## src/rtl/img_select_scanner.sv

```systemverilog
// Cyclic image scanner: steps the 6-input image selector through the requested
// images, showing each for DWELL tick pulses and skipping images whose request drops.
module img_select_scanner #(
  parameter int DWELL = 3
) (
  input  logic       clk,
  input  logic       reset,
  input  logic [5:0] cond,
  input  logic       tick,
  input  logic       hold,
  output logic [2:0] S,
  output logic       valid,
  output logic       new_img
);

  typedef enum logic {
    IDLE,
    SHOW
  } state_t;

  localparam logic [3:0] LAST = 4'(DWELL - 1);

  state_t     state;
  logic [3:0] count;

  logic [2:0] low_idx;
  logic [2:0] next_idx;
  logic       next_found;
  logic [3:0] sum;
  logic       expiry;

  // Lowest requested index, used when leaving IDLE.
  always_comb begin
    low_idx = '0;
    for (int i = 5; i >= 0; i--) begin
      if (cond[i]) low_idx = 3'(i);
    end
  end

  // First requested index strictly after S in cyclic order (S+1..5, 0..S-1).
  // Scanning from the farthest offset down lets the nearest hit win.
  always_comb begin
    next_idx   = S;
    next_found = 1'b0;
    sum        = '0;
    for (int i = 5; i >= 1; i--) begin
      sum = {1'b0, S} + 4'(i);
      if (sum >= 4'd6) sum = sum - 4'd6;
      if (cond[sum[2:0]]) begin
        next_idx   = sum[2:0];
        next_found = 1'b1;
      end
    end
  end

  assign expiry = tick && !hold && (count == LAST);

  always_ff @(posedge clk or posedge reset) begin
    if (reset) begin
      state   <= IDLE;
      S       <= '0;
      valid   <= 1'b0;
      new_img <= 1'b0;
      count   <= '0;
    end else begin
      new_img <= 1'b0;
      case (state)
        IDLE: begin
          count <= '0;
          if (cond != 6'd0) begin
            state   <= SHOW;
            S       <= low_idx;
            valid   <= 1'b1;
            new_img <= 1'b1;
          end else begin
            S     <= '0;
            valid <= 1'b0;
          end
        end

        SHOW: begin
          // Request drop-out outranks dwell expiry and ignores hold.
          if (cond == 6'd0) begin
            state <= IDLE;
            S     <= '0;
            valid <= 1'b0;
            count <= '0;
          end else if (!cond[S]) begin
            S       <= next_idx;
            new_img <= 1'b1;
            count   <= '0;
          end else if (expiry) begin
            count <= '0;
            if (next_found) begin
              S       <= next_idx;
              new_img <= 1'b1;
            end
          end else if (tick && !hold) begin
            count <= count + 4'd1;
          end
        end

        default: begin
          state <= IDLE;
          S     <= '0;
          valid <= 1'b0;
          count <= '0;
        end
      endcase
    end
  end

endmodule

```

## config.mk

```make
export PLATFORM = sky130hd
export DESIGN_NAME = img_select_scanner
export DESIGN_NICKNAME = d
export VERILOG_FILES = /design/src/rtl/img_select_scanner.sv
export SDC_FILE = /design/constraint.sdc
export NUM_CORES = 1
export LEC_CHECK = 0
export ABC_AREA = 1
export BUFFER_PORTS_ARGS = -buffer_cell sky130_fd_sc_hd__buf_4
export CORE_ASPECT_RATIO = 0.6
export CORE_MARGIN = 3
export CORE_UTILIZATION = 35
export CTS_CLUSTER_SIZE = 20
export DETAILED_ROUTE_END_ITERATION = 16
export PLACE_DENSITY_LB_ADDON = 0.25
export SKIP_CTS_REPAIR_TIMING = 1
export SLEW_MARGIN = 0
export SYNTH_ARGS = -nofsm -noshare
export SYNTH_HDL_FRONTEND = slang
export SYNTH_SLANG_ARGS = --single-unit
```

## constraint.sdc

```tcl
create_clock -name clk -period 2.47 [get_ports clk]
set_input_delay 0.494 -clock clk [delete_from_list [all_inputs] [get_ports clk]]
set_output_delay 0.494 -clock clk [all_outputs]
set_load 0.01 [all_outputs]
```

==> run metrics <==
Yosys top cell by area=dfrtp_1; grt total ovfl=0; total CTS buffers=3; GR Layer Usage met2=0.194; status=finished, final reports clean; ant diodes=0; critical-path maximum fanout=7; Crit Path Class=flop to flop; share of cells above drive strength 1=0.239; share of flip-flops with an asynchronous set or reset=1.00; DR vias=1398; yosys warns=0; Worst Path Required=2.59 ns; most used routing layer=met1; Synth Cell Area=1360 µm²; IO Count=15; Min-Delay Path Class=input pin to asynchronous set/reset pin; final hold violations=0; worst slew pin tran=0.395 ns; Initial Util=0.390; Area contributors post-synth=dfrtp_1, nand2_1, ha_1; # port buffers=14; Top FF cell, synth=dfrtp_1; Final #Nets=257; max cap viols=0; Wirelength per Cell=11.8 µm; Clock Tree Root=clkbuf_8; Clock Pin Slew Worst Setup and Hold Paths=0.05 ns; fin cells=279; CP endpoint kind=flop; Slew Viols, Final=0; Post-Synthesis Cells=216; row count=16; DIE AREA=4690 µm²; CTS HTree Levels=1; top-count cell post-synth=nand2_1; antenna violations before repair=0; Clock Skew=0.00428 ns; minimum clock period=2.14 ns; CTS max path bufs=2; Vias/cell=5.01; Residual DRC=0; register bit total from synthesis=10; setup TNS=0 ns; Vert. Die Dim=54.3 µm; GRT Util Overall=0.162; WL final=3300 µm; Slew headroom=0.735; 1st-iter DRT viols=169; Placement Cell Area=1520 µm²; die width=86.4 µm; Cell variety after synth=29; Clock Latency Late Sink=0.23 ns; Initial DRT Pass Iterations=5; core area=3480 µm²; largest net degree at the start of global routing=23; met1 GRT Util=0.275; Final Cell Area=1560 µm²; synthesis-to-layout area growth=14.7%; Syn Nets=237; Final setup viols=0; Fin Hold WS=0.245 ns; Post-synth EDFFs=0; Max Fclk=467 MHz; critical path arrival=2.26 ns; RSZ-0062 raised after global routing=false; Avg Synthesized Cell Area=6.29 µm²; first-pass GRT wire length=5820 µm; Clock Sinks=10; HPWL after detailed placement=2770 µm; top cells by count, synth=nand2_1, inv_1, nand3_1; sequential fraction of the synthesis area=0.184; vias in the first global route=1186; type of origin of the critical path=flop; M3 GR Usage=0.0421; CTS tree=yes; antenna-violating nets left=0; fin crit share=0.868; final RePlAce weighted congestion=0.902; DP Cell Count=276; Yosys top cell area share=0.184
## placed cells by master, fill, tap and decap left out, types with 2 or more instances in the layout
cell,n
clkbuf_8,3
o21ai_0,5
nand2_1,58
a31oi_1,3
nor3_1,3
inv_1,29
ha_1,11
nand2_2,14
a21oi_1,8
o21ai_1,6
nor2_2,2
nand4_1,6
nand3_1,20
dfrtp_1,9
nor2_1,14
inv_2,4
nand3_2,8
buf_4,18
## cell type report
| type | instances | area (µm²) |
|---|---|---|
| Multi-Input combinational cell | 168 | 941 |
| Sequential cell | 10 | 251 |
| Tap cell | 45 | 56.3 |
| Inverter | 35 | 134 |
| Timing Repair Buffer | 18 | 135 |
| Fill cell | 376 | 1920 |
| Clock buffer | 3 | 41.3 |
## stage by stage
| step | worst slack, ns | util |
|---|---|---|
| 6_report | 0.327 | 0.448 |
| 5_1_grt | 0.0507 | 0.448 |
| 4_1_cts | 0.261 | 0.447 |
| 3_5_place_dp | 0.273 | 0.435 |
| 3_3_place_gp | 0.226 | 0.435 |
| 2_1_floorplan | 0.138 | - |
## kinds of logic after synthesis
logic type / share of synthesized area
XOR/XNOR: 0.00645
AO/OA/AOI/OAI: 0.115
adder cells (fa/ha/maj): 0.101
AND/OR/NAND/NOR: 0.470
buffers and inverters: 0.123
flip-flops: 0.184
## layer usage
layer	vias to the layer above	part of all wire
li1	732	-
met1	611	0.55
met2	55	0.34
met3	0	0.11
met4	0	0
met5	-	0
## flip-flops by register name, indices dropped and copies added (netlist names)
| register | cells |
|---|---|
| count | 4 |
| S | 3 |
| new_img | 1 |
| state | 1 |
| valid | 1 |
## worst paths after layout
check / slack, ns / start / cells after the start / end
max: 0.33 / S[0] / 17 / S[0]
min: 0.25 / reset / 2 / S[1]
max reg2reg: 0.33 / S[0] / 17 / S[0]
min reg2reg: 0.49 / valid / 2 / valid
max in group asynchronous: 1.92 / reset / 2 / S[2]
min in group clk: 0.49 / valid / 2 / valid
## worst max-delay path, stage by stage (launching register included)
cell and delay, ns:
dfrtp_1 0.34, inv_1 0.07, ha_1 0.44, inv_4 0.09, nand2_2 0.09, nand2_1 0.08, nand2_2 0.08, nand2_2 0.06
nand2_1 0.11, nand2_1 0.06, nand3_1 0.07, nand2_1 0.06, nor2_2 0.13, nand3_2 0.10, nand2_2 0.09, inv_2 0.05
nand3_1 0.07, nand2_1 0.05
Power is left out: the tool's default activity adds up to more than one toggle a clock period on the data nets, which glitch-free logic cannot reach.
